[config.mk]
export PLATFORM = sky130hd
export DESIGN_NAME = gpio_uart_bridge
export DESIGN_NICKNAME = d
export VERILOG_FILES = /design/src/rtl/gpio_uart_bridge.sv
export SDC_FILE = /design/constraint.sdc
export NUM_CORES = 1
export LEC_CHECK = 0
export ABC_AREA = 1
export CAP_MARGIN = 20
export CELL_PAD_IN_SITES_DETAIL_PLACEMENT = 0
export CELL_PAD_IN_SITES_GLOBAL_PLACEMENT = 1
export CORE_MARGIN = 1
export CORE_UTILIZATION = 30
export CTS_BUF_LIST = sky130_fd_sc_hd__clkbuf_8
export DETAILED_ROUTE_END_ITERATION = 8
export PLACE_DENSITY_LB_ADDON = 0.1
export SETUP_SLACK_MARGIN = 0.05
export SLEW_MARGIN = 10
export SYNTH_ARGS = -nofsm -noshare
export SYNTH_HDL_FRONTEND = slang
export SYNTH_SLANG_ARGS = --single-unit
[constraint.sdc]
create_clock -name clk -period 5.6 [get_ports clk]
set_clock_uncertainty 0.05 [all_clocks]
set_input_delay 1.4 -clock clk [delete_from_list [all_inputs] [get_ports clk]]
set_output_delay 1.4 -clock clk [all_outputs]
set_load 0.05 [all_outputs]
[src/rtl/gpio_uart_bridge.sv]
`default_nettype none
// +----------------------------------------------------------------------------+
// | Module   : gpio_uart_bridge                                                |
// | Purpose  : captures processor GPIO bytes on strobe falling edges, buffers  |
// |            them in a FIFO and streams them out as UART 8N1 frames.         |
// | Revision : 1.0  initial release                                            |
// +----------------------------------------------------------------------------+
module gpio_uart_bridge #(
  parameter int CLKS_PER_BIT = 434,
  parameter int FIFO_DEPTH   = 16,
  parameter int FRAME_PIXELS = 152100
) (
  input  logic        clk,
  input  logic        rst,
  input  logic [7:0]  GPIO,
  input  logic        GPIOEn,
  output logic        tx,
  output logic        busy,
  output logic        overflow,
  output logic        frame_done,
  output logic [17:0] tx_count
);

  localparam int C_PTR_W = $clog2(FIFO_DEPTH);
  localparam int C_LVL_W = C_PTR_W + 1;
  localparam int C_CNT_W = $clog2(CLKS_PER_BIT);
  localparam logic [C_LVL_W-1:0] C_FIFO_FULL  = C_LVL_W'(FIFO_DEPTH);
  localparam logic [C_CNT_W-1:0] C_BIT_LAST   = C_CNT_W'(CLKS_PER_BIT - 1);
  localparam logic [17:0]        C_FRAME_LAST = 18'(FRAME_PIXELS - 1);

  typedef enum logic [1:0] {
    S_IDLE  = 2'd0,
    S_START = 2'd1,
    S_DATA  = 2'd2,
    S_STOP  = 2'd3
  } state_t;

  state_t               r_state;
  state_t               w_state_next;
  logic                 r_gpioen_q;
  logic                 r_rst_q;
  logic [7:0]           r_mem [FIFO_DEPTH];
  logic [C_PTR_W-1:0]   r_wr_ptr;
  logic [C_PTR_W-1:0]   r_rd_ptr;
  logic [C_LVL_W-1:0]   r_level;
  logic [7:0]           r_shift;
  logic [7:0]           w_shift_next;
  logic [2:0]           r_bit_idx;
  logic [2:0]           w_bit_idx_next;
  logic [C_CNT_W-1:0]   r_clk_cnt;
  logic [C_CNT_W-1:0]   w_clk_cnt_next;
  logic                 r_tx;
  logic                 w_tx_next;
  logic                 r_overflow;
  logic                 r_frame_done;
  logic [17:0]          r_tx_count;
  logic                 w_capture;
  logic                 w_empty;
  logic                 w_full;
  logic                 w_push;
  logic                 w_pop;
  logic                 w_bit_end;
  logic                 w_byte_done;

  // r_rst_q masks the first post-reset cycle, where r_gpioen_q=1 would fake an edge.
  assign w_capture = r_gpioen_q & ~GPIOEn & ~r_rst_q;
  assign w_empty   = (r_level == '0);
  assign w_full    = (r_level == C_FIFO_FULL);
  assign w_push    = w_capture & (~w_full | w_pop);
  assign w_bit_end = (r_clk_cnt == C_BIT_LAST);

  always_ff @(posedge clk) begin
    if (w_push) begin
      r_mem[r_wr_ptr] <= GPIO;
    end
  end

  always_ff @(posedge clk) begin
    if (rst) begin
      r_gpioen_q <= 1'b1;
      r_rst_q    <= 1'b1;
      r_wr_ptr   <= '0;
      r_rd_ptr   <= '0;
      r_level    <= '0;
      r_overflow <= 1'b0;
    end else begin
      r_gpioen_q <= GPIOEn;
      r_rst_q    <= 1'b0;
      if (w_push) r_wr_ptr <= r_wr_ptr + 1'b1;
      if (w_pop)  r_rd_ptr <= r_rd_ptr + 1'b1;
      case ({w_push, w_pop})
        2'b10:   r_level <= r_level + 1'b1;
        2'b01:   r_level <= r_level - 1'b1;
        default: r_level <= r_level;
      endcase
      if (w_capture && !w_push) r_overflow <= 1'b1;
    end
  end

  always_ff @(posedge clk) begin
    if (rst) begin
      r_state      <= S_IDLE;
      r_tx         <= 1'b1;
      r_shift      <= '0;
      r_bit_idx    <= '0;
      r_clk_cnt    <= '0;
      r_tx_count   <= '0;
      r_frame_done <= 1'b0;
    end else begin
      r_state      <= w_state_next;
      r_tx         <= w_tx_next;
      r_shift      <= w_shift_next;
      r_bit_idx    <= w_bit_idx_next;
      r_clk_cnt    <= w_clk_cnt_next;
      r_frame_done <= 1'b0;
      if (w_byte_done) begin
        if (r_tx_count == C_FRAME_LAST) begin
          r_tx_count   <= '0;
          r_frame_done <= 1'b1;
        end else begin
          r_tx_count <= r_tx_count + 18'd1;
        end
      end
    end
  end

  // Next-state values for the serial line are computed here and registered above,
  // so tx leaves the block straight from a flop.
  always_comb begin
    w_state_next   = r_state;
    w_tx_next      = r_tx;
    w_shift_next   = r_shift;
    w_bit_idx_next = r_bit_idx;
    w_clk_cnt_next = r_clk_cnt + 1'b1;
    w_pop          = 1'b0;
    w_byte_done    = 1'b0;
    unique case (r_state)
      S_IDLE: begin
        w_tx_next      = 1'b1;
        w_clk_cnt_next = '0;
        if (!w_empty) begin
          w_pop        = 1'b1;
          w_shift_next = r_mem[r_rd_ptr];
          w_tx_next    = 1'b0;
          w_state_next = S_START;
        end
      end
      S_START: begin
        if (w_bit_end) begin
          w_clk_cnt_next = '0;
          w_bit_idx_next = '0;
          w_tx_next      = r_shift[0];
          w_state_next   = S_DATA;
        end
      end
      S_DATA: begin
        if (w_bit_end) begin
          w_clk_cnt_next = '0;
          if (r_bit_idx == 3'd7) begin
            w_tx_next    = 1'b1;
            w_state_next = S_STOP;
          end else begin
            w_bit_idx_next = r_bit_idx + 3'd1;
            w_shift_next   = {1'b0, r_shift[7:1]};
            w_tx_next      = r_shift[1];
          end
        end
      end
      S_STOP: begin
        if (w_bit_end) begin
          w_clk_cnt_next = '0;
          w_byte_done    = 1'b1;
          w_state_next   = S_IDLE;
        end
      end
      default: begin
        w_state_next = S_IDLE;
      end
    endcase
  end

  assign tx         = r_tx;
  assign busy       = ~w_empty | (r_state != S_IDLE);
  assign overflow   = r_overflow;
  assign frame_done = r_frame_done;
  assign tx_count   = r_tx_count;

endmodule
`default_nettype wire

Word level (Yosys, flattened, before mapping)

Memory sizes are Yosys's and may differ from the RTL's. A register that Yosys moved wholly into a read port is not among the register bits.
Index checks and enable logic that the tools add are counted.
W data, S select, Z words.

Register bits: 58
Memory bits (writable): 128
Input bits: 11
Output and inout port bits: 22
Word-level logic and storage cells: 94
Memories kept: 1

Memories:

| name  | depth | bits a word | rd ports | clocked after Yosys merged registers in | wr ports | line | text |
|---|---|---|---|---|---|---|---|
| r_mem | 16    | 8           | 1        | 1                                       | 1        | 42   | `logic [7:0] r_mem [FIFO_DEPTH];` |

$add $sub $neg: 7
Equality and inequality tests: 15
Multiplexer cells: 33
Bitwise logic cells: 10
Reductions and logical operators: 15

Operators by type and width:

| cell                    | count |
|---|---|
| $mux W8                 | 3 |
| $add A18 B1 Y18 const B | 1 |
| $eq A18 B18 Y1 const B  | 1 |
| $mux W18                | 1 |
| $pmux W9 S2             | 1 |
| $pmux W8 S2             | 1 |
| $mux W1                 | 12 |
| $ne A2 B2 Y1 const B    | 6 |
| $mux W2                 | 5 |
| $pmux W5 S2             | 1 |
| $add A9 B1 Y9 const B   | 1 |
| $eq A9 B9 Y1 const B    | 1 |
| $mux W3                 | 3 |
| $mux W9                 | 1 |
| $add A4 B1 Y4 const B   | 2 |
| $mux W4                 | 2 |
| $pmux W2 S4             | 1 |
| $reduce_and A4 Y1       | 2 |
| $reduce_bool A2 Y1      | 4 |
| $eq A2 B2 Y1 const B    | 3 |
| $pmux W3 S2             | 1 |
| $add A5 B1 Y5 const B   | 1 |
| $eq A5 B5 Y1 const B    | 1 |
| $logic_not A5 Y1        | 1 |
| 16 further kinds        | 24 |

Depth between registers and ports, before layout

Gate-level depths: netlist (run 1).

Depth after elaboration: 7
Gate-level depth with buffers: 15
Mapped depth without buffers: 15

Worst setup path after synthesis (run 1)

No wires, ideal clock.

Kind: input -> register
Start: input GPIOEn
End: register r_level[4]
Setup time: 0.115 ns
Arrival time: 2.984 ns
Required time: 5.435 ns
Setup slack: 2.451 ns
Stages: 12
Path buffers: 0
Cell sequence: nor3b_1 nand2_1 nand2_1 inv_1 ha_1 nand2_1 nor2_1 a211oi_1 nand2b_1 nand3_1 nand2_1 nor2_1

Word-level cells in the longest chain between the ends: 6
Elaborated cells between the ends (all ways): 8
Classes of those cells: eq/ne: 2; mux: 1; bitwise: 4; reduce/logical: 1

RTL lines:

| item                                              | line | text |
|---|---|---|
| start, declared                                   | 16   | `input logic GPIOEn,` |
| $not A1 Y1 (*)                                    | 66   | `assign w_capture = r_gpioen_q & ~GPIOEn & ~r_rst_q;` |
| $and A1 B1 Y1 (*) (2 in series)                   | 66   |  |
| $and A1 B1 Y1 (*)                                 | 69   | `assign w_push = w_capture & (~w_full \| w_pop);` |
| $eq A2 B1 Y1 or $eq A2 B2 Y1 (tied branches)      | 91   | `case ({w_push, w_pop})` |
| $pmux W5 S2 or $reduce_bool A2 Y1 (tied branches) | n/a  |  |
| end signal, assigned                              | 92   | `2'b10: r_level <= r_level + 1'b1;` |
| end signal, assigned                              | 93   | `2'b01: r_level <= r_level - 1'b1;` |
| end signal, assigned                              | 94   | `default: r_level <= r_level;` |
| end, declared                                     | 45   | `logic [C_LVL_W-1:0] r_level;` |

Every way passes the cells marked *; elsewhere a longest branch is shown, timed or not.
A chain may end at the register's enable or synchronous reset.

Worst setup path after layout (run 1)

Start: register r_state[0]
End: output busy

Word-level cells in the longest chain between the ends: 2

RTL lines:

| item                   | line | text |
|---|---|---|
| start, declared        | 38   | `state_t r_state;` |
| start signal, assigned | 110  | `r_state <= w_state_next;` |
| $reduce_bool A2 Y1     | 183  | `assign busy = ~w_empty \| (r_state != S_IDLE);` |
| $or A1 B1 Y1           | 183  |  |
| end, declared          | 18   | `output logic busy,` |

No other way between the ends.

==> metrics, run 1 <==
Hold WS=approximately 0.42 ns; Yosys cell types=39; max-cap violations=0; Synth area leaders=edfxtp_1, dfxtp_1, nand2_1; post-synth top area share=about 45%; most common cell after layout, fill and taps aside=nand2_1; final RePlAce weighted congestion=0.7437; synthesized area=8513 um^2; vias in the first global route=slightly below 6000; PortBufs=32; Slew @ Worst Pin=1.013 ns; post-DP HPWL=between 10000 and 15000 um; clk root buf=clkbuf_8; Reg clk slew, reported paths=roughly 0.1 ns; initial core utilization=between 30% and 40%; Max clock buf depth=2; unrepaired setup endpoints after global routing=false; WP buf/inv=2; DRC Markers=0; 1st-iter DRT viols=about 370; die area=~29000 um^2; Overall Global Routing Usage=15.69%; DIE HEIGHT=about 170 um; antenna cells=0; endpoints failing setup=0; fmax=0.2732 GHz; CP Cell Sequence=inv_1 -> ha_1 -> nand4_1 -> clkdlybuf4s50_1; initial antenna violation count=0; worst hold path class=flop to flop; Post-CTS Hold Buffers=0; top cell family by delay on the critical path=buffers and inverters; Remaining Overflow, GRT=0; Yosys top cell by area=edfxtp_1; worst-path fanout max=4; Post-Syn Nets=around 970; Critical Path RT=around 4.2 ns; Final period util=between 60% and 70%; Yosys reg bits=190; sequential share of the synthesized area=between 50% and 60%; mean area per synthesized cell=around 9 um^2; Peak VDD IR=0.0001931 V; drt wl/cell=between 15 and 20 um; FP Rows=a little over 60; placed inst area=approximately 9200 um^2; via count=5953; final wirelength=21660 um; clock sink count=190; Final ANT Viol Nets=0; first-pass GRT wire length=between 30000 and 40000 um; critical path type=flop to primary output; max-slew violations=0; relative slew slack=around a third; post-CTS setup buffers=0; Layout Utilization=34.44%; status=completed; mux cell area share after synthesis=0%; Cells after Synth=around 940; H-Tree Depth=4; Synth warnings=0; standby leakage power=~0.0037 uW; setup tns final=0 ns; nets=around 1000; Boundary Pins=33; first drt pass iteration count=4; Synth Area in Adders=roughly 2.7%; post-CTS sizing=0; CP peak stage delay=approximately 0.86 ns; DIE WIDTH=about 170 um; Synth Area in Simple Gates=roughly 25%; CTS tree=yes; Core ar.=~28000 um^2; CP endpoint kind=primary output; arrival time at the worst endpoint=around 2.2 ns; share of cells above drive strength 1=slightly above 5%; Tmin final=roughly 3.7 ns; largest net degree at the start of global routing=approximately 70; vias per inst=roughly 4.4; largest family of logic cells by synthesized area=simple AND/OR/NAND/NOR gates; Cell Pwr Density=between 300 and 400 nW/um^2; Final Instance Area=9595 um^2; post-synthesis compound-gate area fraction=4.630%; most frequent cells in the layout=nand2_1, edfxtp_1, nand3_1; pre-CTS setup slack=1.642 ns; final hold viol count=0; Clock Latency Late Sink=0.47 ns; Post-Synth XOR/XNOR Area=1.646%; setup slack after layout=between 1.5 and 2 ns; Syn-to-layout area delta=12.71%; crit path max-delay cell type=clkdlybuf4s50_1; startpoint types=flop; Num CTS Buffers=17
per-stage QoR:
step                total power (uW)  cells
finish                          3603   1350
global route                    3845   1350
CTS                             3644   1349
detailed placement              2734   1318
global placement                2745   1318
floorplan                       2417    937
logic make-up (layout without fill, tap and decap cells):
family	after synthesis	after routing
and+or+nand+nor	497	497
DFF	190	190
adders and majority gates	18	18
buffers and inverters	143	178
xor gates and xnor gates	16	16
AOI/OAI and AO/OA	73	73
power by group:
group / switching, uW / total, uW / internal (uW)
clock: 539 / 908 / 369
combinational: 752 / 1070 / 322
sequential: 51.6 / 1620 / 1570
path summary, 6_finish.rpt:
path / from / to / slack, ns / cells after the start
worst max-delay path: r_state[0]$_SDFFE_PP0P_ / busy / 1.94 / 4
worst min-delay path: r_shift[7]$_SDFFE_PP0P_ / r_shift[7]$_SDFFE_PP0P_ / 0.42 / 2
worst max register to register: r_state[0]$_SDFFE_PP0P_ / r_level[4]$_SDFFE_PP0P_ / 2.88 / 15
worst min register to register: r_shift[7]$_SDFFE_PP0P_ / r_shift[7]$_SDFFE_PP0P_ / 0.42 / 2
sequential cells by signal (all words and copies together), names as in the netlist, named ones only:
name,flops
r_mem,128
r_state,2
tx_count,18
r_clk_cnt,9
r_wr_ptr,4
r_gpioen_q,1
tx,1
r_shift,8
r_level,5
r_rst_q,1
r_bit_idx,3
overflow,1
r_rd_ptr,4
frame_done,1
final cells by class:
class	instances	area, um^2
Timing Repair Buffer	36	362.8
Fill cell	2944	18260
Tap cell	378	473.0
Inverter	111	416.7
Multi-Input combinational cell	604	2868
Sequential cell	190	5086
Clock inverter	14	155.1
Clock buffer	17	234.0
synth_stat cells (all sizes together):
cell type,number
inv,110
clkinv,1
nand2,270
buf,16
fa,1
nand2b,1
xor2,15
dfxtp,62
o21ai,23
clkbuf,16
o211a,1
nor2,79
nor3b,3
and2,2
a211oi,1
nand4,7
or2,3
nor3,15
xnor2,1
o211ai,2
nor4,1
ha,17
edfxtp,128
nand3,116
o21a,2
a21oi,44
worst reg2reg max path, stage by stage (launching register included):
cell and delay [ns]:
dfxtp_1 0.38, inv_1 0.09, ha_1 0.24, inv_1 0.17
nand4_1 0.16, nand2_1 0.25, nand2_1 0.18, inv_1 0.14
ha_1 0.28, nand2_1 0.08, nor2_1 0.04, a211oi_1 0.22
nand2b_1 0.16, nand3_1 0.07, nand2_1 0.06, nor2_1 0.04
per-layer routing:
| metal | vias to the layer above | track usage, % | part of all wire (%) |
|---|---|---|---|
| li1 | 3102 | - | - |
| met1 | 2766 | 21.83 | 50 |
| met2 | 78 | 25.27 | 47 |
| met3 | 7 | 2.651 | 2.8 |
| met4 | 0 | 3.799 | 0.48 |
| met5 | - | 0 | 0 |
Note: power is estimated with default switching activity, not from simulation.
==> inputs of run 2 (changes only) <==
==> constraint.sdc (replaced) <==
create_clock -name clk -period 3 [get_ports clk]
set_clock_uncertainty 0.05 [all_clocks]
set_input_delay 0.75 -clock clk [delete_from_list [all_inputs] [get_ports clk]]
set_output_delay 0.75 -clock clk [all_outputs]
set_load 0.05 [all_outputs]
==> run 2 against run 1 <==
- combinational power grew 92%
- clock power up 91%
- sequential share of layout area decreased by 1.3 points
==> metrics, run 2 (synthesis results as in run 1) <==
nets=around 1000; Peak VDD IR=~0.00038 V; DIE HEIGHT=170.5 um; Max clock buf depth=2; Slew @ Worst Pin=around 0.7 ns; CP Cell Sequence=inv_1 -> ha_1 -> nand4_1 -> dlygate4sd2_1; worst hold path class=flop to flop; final RePlAce weighted congestion=roughly 0.75; antenna cells=0; most frequent cells in the layout=nand2_1, edfxtp_1, nand3_1; largest net degree at the start of global routing=42; endpoints failing setup=0; initial antenna violation count=0; clock share of power=between 20 and 30%; Critical Path RT=roughly 2.2 ns; Post-CTS Hold Buffers=0; filler cell count in the final layout=slightly below 3000; share of cells above drive strength 1=about 8.3%; Comb power frac=roughly 30%; final wirelength=approximately 22000 um; CTS tree=yes; DRC Markers=0; post-CTS setup buffers=0; Remaining Overflow, GRT=0; Overall Global Routing Usage=about 16%; arrival time at the worst endpoint=around 1.9 ns; first drt pass iteration count=6; number of flip-flops in the largest register=approximately 130; CP endpoint kind=primary output; FP Rows=61; drt wl/cell=between 15 and 20 um; CP peak stage delay=0.57 ns; fmax=approximately 0.37 GHz; 1st-iter DRT viols=about 420; Net Sw Power=between 2000 and 2500 uW; Boundary Pins=33; clk root buf=clkbuf_8; Final ANT Viol Nets=0; unrepaired setup endpoints after global routing=false; first-pass GRT wire length=~35000 um; relative slew slack=53.72%; final total power=6808 uW; setup slack after layout=approximately 0.3 ns; WP buf/inv=2; H-Tree Depth=4; max-slew violations=0; max-cap violations=0; critical path type=flop to primary output; Cell Pwr Density=between 600 and 700 nW/um^2; setup tns final=0 ns; initial core utilization=between 30% and 40%; cell-internal power=roughly 4300 uW; vias in the first global route=approximately 6100; vias per inst=4.410; pre-CTS setup slack=0.09599 ns; Num CTS Buffers=17; clock sink count=190; Clock Latency Late Sink=~0.45 ns; worst-path fanout max=4; PortBufs=32; standby leakage power=~0.0038 uW; most common cell after layout, fill and taps aside=nand2_1; startpoint types=flop; Syn-to-layout area delta=15.53%; DIE WIDTH=approximately 170 um; Flop pwr share=44.4%; Reg clk slew, reported paths=around 0.1 ns; crit path max-delay cell type=dlygate4sd2_1; status=completed; post-DP HPWL=about 15000 um; die area=29050 um^2; Final period util=89.99%; largest reg by FF count=r_mem; Core ar.=27860 um^2; Tmin final=2.700 ns; via count=roughly 6100; Net Sw Frac=about 37%; top cell family by delay on the critical path=buffers and inverters; final hold viol count=0; post-CTS sizing=1
-- run 2: cell count changes in the layout (fill, tap and decap cells not counted), sizes merged --
cell           delta
dlygate4sd2       +1
bufinv            +1
buf              +33
clkinvlp          -1
inv               -3
clkdlybuf4s50     -1
clkinv            +4
-- run 2: power groups by stage --
stage	Combinational [uW]	Sequential, uW	Clock [uW]
finish	2050	3020	1730
global route	2340	3040	1890
CTS	2100	3020	1790
detailed placement	2100	3080	0
global placement	2110	3080	0
floorplan	1430	3080	0
-- run 2: final cells by class --
type / count / area (um^2) / share of cell area [%]
Tap cell: 378 / 473.0 / 4.809
Inverter: 111 / 416.7 / 4.236
Sequential cell: 190 / 5086 / 51.71
Clock buffer: 17 / 234.0 / 2.379
Multi-Input combinational cell: 604 / 2868 / 29.16
Timing Repair Buffer: 69 / 596.8 / 6.068
Clock inverter: 15 / 161.4 / 1.641
-- run 2: worst paths after layout --
check | cells past startpoint | slack, ns | to | from
hold reg to reg | 2 | 0.42 | r_shift[4]$_SDFFE_PP0P_ | r_shift[4]$_SDFFE_PP0P_
hold / removal | 2 | 0.42 | r_shift[4]$_SDFFE_PP0P_ | r_shift[4]$_SDFFE_PP0P_
setup reg to reg | 13 | 0.56 | r_level[4]$_SDFFE_PP0P_ | r_state[0]$_SDFFE_PP0P_
setup / recovery | 4 | 0.30 | busy | r_state[0]$_SDFFE_PP0P_
-- run 2: stage by stage --
stage               hold slack [ns]  instances  area [um^2]  utilization [%]
floorplan                    0.3834        937         8513                -
global placement             0.4062       1352         9442            33.89
finish                       0.4203       1384         9836            35.31
global route                 0.4375       1384         9836            35.31
CTS                          0.4231       1384         9836            35.31
detailed placement           0.4074       1352         9442            33.89
-- run 2: worst register-to-register path, delay by kind of cell (launching register included) --
family                     cells  cell delay, ns
adders and majority gates      2            0.63
DFF                            1            0.37
AOI/OAI and AO/OA              2            0.19
buffers and inverters          3            0.40
and+or+nand+nor                6            0.70
-- run 2: metal layers --
metal	GRT usage (%)	vias to the layer above	routed length (um)
met5	0	-	0
met4	3.721	0	101
met3	2.535	6	492
met2	26.05	72	10100
met1	22.14	2857	11170
li1	-	3169	-
==> inputs of run 3 (changes only) <==
==> constraint.sdc (replaced) <==
create_clock -name clk -period 2.8 [get_ports clk]
set_clock_uncertainty 0.05 [all_clocks]
set_input_delay 0.7 -clock clk [delete_from_list [all_inputs] [get_ports clk]]
set_output_delay 0.7 -clock clk [all_outputs]
set_load 0.05 [all_outputs]
==> run 3 against run 2 <==
- sequential power rose by 7.3%
- critical path type unchanged
- register-to-register slack got worse by 0.21 ns
- cell count did not move
- global-route usage fell by 0.19 points
- critical endpoint is now tx_count[5]
- worst setup slack got worse by 0.062 ns
- count of clock-buffer cells in the layout did not move
- cell area barely moved
==> metrics, run 3 (synthesis results as in run 1) <==
Slew @ Worst Pin=0.6841 ns; Syn-to-layout area delta=15.52%; post-CTS setup buffers=0; top cell family by delay on the critical path=buffers and inverters; multi-input logic area=~2900 um^2; Tmin final=approximately 2.6 ns; antenna cells=0; status=completed; share of cells above drive strength 1=around 8.4%; drt wl/cell=roughly 16 um; Critical Path RT=slightly above 2 ns; max-cap violations=0; largest net degree at the start of global routing=roughly 70; critical path type=flop to primary output; CTS tree=yes; Boundary Pins=33; CP peak stage delay=roughly 0.86 ns; Final Instance Area=slightly below 10000 um^2; standby leakage power=0.003844 uW; CP endpoint kind=primary output; largest reg by FF count=r_mem; final wirelength=between 20000 and 25000 um; unrepaired setup endpoints after global routing=false; Remaining Overflow, GRT=0; met3 Use GR=approximately 2.5%; Final period util=between 90% and 100%; area taken by flip-flops and latches=5086 um^2; Cell Pwr Density=about 740 nW/um^2; DIE HEIGHT=around 170 um; final hold viol count=0; Final ANT Viol Nets=0; initial antenna violation count=0; final RePlAce weighted congestion=between 0.7 and 0.8; DRC Markers=0; Most Used Layer, Global Route=met2; first drt pass iteration count=5; met2 Use GR=25.37%; worst hold path class=flop to flop; most frequent cells in the layout=nand2_1, edfxtp_1, nand3_1; max-slew violations=0; Peak VDD IR=about 0.00053 V; worst-path fanout max=6; Overall Global Routing Usage=between 10% and 20%; endpoints failing setup=0; Clock Latency Late Sink=about 0.46 ns; DIE WIDTH=170.5 um; H-Tree Depth=4; via count=just over 6000; Post-CTS Hold Buffers=0; GR Util met1=roughly 22%; clk root buf=clkbuf_8; FP Rows=a little over 60; nets=slightly above 1000; post-DP HPWL=14330 um; Num CTS Buffers=17; Core ar.=between 20000 and 30000 um^2; vias in the first global route=about 5900; 1st-iter DRT viols=between 400 and 500; clock sink count=190; relative slew slack=a little over half; number of flip-flops in the largest register=roughly 130; crit path max-delay cell type=clkdlybuf4s50_1; CP Cell Sequence=clkdlybuf4s50_1; vias per inst=4.407; post-CTS sizing=0; setup tns final=0 ns; most common cell after layout, fill and taps aside=nand2_1; WP buf/inv=1; placed inst area=between 9000 and 10000 um^2; Reg clk slew, reported paths=around 0.1 ns; initial core utilization=30.56%; startpoint types=flop; PortBufs=32; arrival time at the worst endpoint=between 1.5 and 2 ns; first-pass GRT wire length=between 30000 and 40000 um; filler cell count in the final layout=about 2900; Max clock buf depth=2; die area=roughly 29000 um^2; R2R Setup Slk=about 0.35 ns; fmax=roughly 0.4 GHz
## run 3: cell types whose count changed in the layout (fill, tap and decap cells not counted), sizes merged
cell and delta:
buf +1, bufinv -1, clkinv -2, clkinvlp +1
dlygate4sd2 -1, inv +2
## run 3: final timing paths
path	from	to	cells past startpoint
worst max-delay path	tx_count[5]$_SDFFE_PP0P_	tx_count[5]	1
worst min-delay path	r_shift[4]$_SDFFE_PP0P_	r_shift[4]$_SDFFE_PP0P_	2
worst max register to register	r_state[0]$_SDFFE_PP0P_	r_level[4]$_SDFFE_PP0P_	13
worst min register to register	r_shift[4]$_SDFFE_PP0P_	r_shift[4]$_SDFFE_PP0P_	2
## run 3: report_power, final
group | leakage [uW] | switching, uW | internal [uW] | total [uW]
clock | 0.000183 | 1050 | 719 | 1770
combinational | 0.00200 | 1530 | 724 | 2250
sequential | 0.00166 | 98.3 | 3140 | 3240
total | 0.00384 | 2680 | 4580 | 7260
## run 3: through the flow
stage | setup slack (ns) | util, % | cells | hold WS [ns] | power, uW
floorplan | 0.3511 | - | 937 | 0.3834 | 4835
global placement | -0.02768 | 33.97 | 1352 | 0.4069 | 5629
detailed placement | -0.05857 | 33.97 | 1352 | 0.4086 | 5601
CTS | 0.1920 | 35.30 | 1384 | 0.4238 | 7383
global route | 0.1558 | 35.30 | 1384 | 0.4452 | 7777
finish | 0.2386 | 35.30 | 1384 | 0.4212 | 7263
## run 3: layout make-up
class                           instances  area share [%]
Sequential cell                       190           51.72
Multi-Input combinational cell        604           29.16
Timing Repair Buffer                   69           6.310
Tap cell                              378           4.809
Inverter                              111           4.237
Clock buffer                           17           2.379
Clock inverter                         15           1.387
## run 3: per-layer routing
layer	vias to the layer above	part of all wire (%)	routed length [um]
met2	78	46	9914
met5	-	0	0
li1	3170	-	-
met4	0	0.86	187
met3	13	2.9	632
met1	2838	50	10890
## run 3: tightest hold or removal path: stages, from the launching register on
cell and delay [ns]:
dfxtp_1 0.32, nand2_1 0.06, a21oi_1 0.05
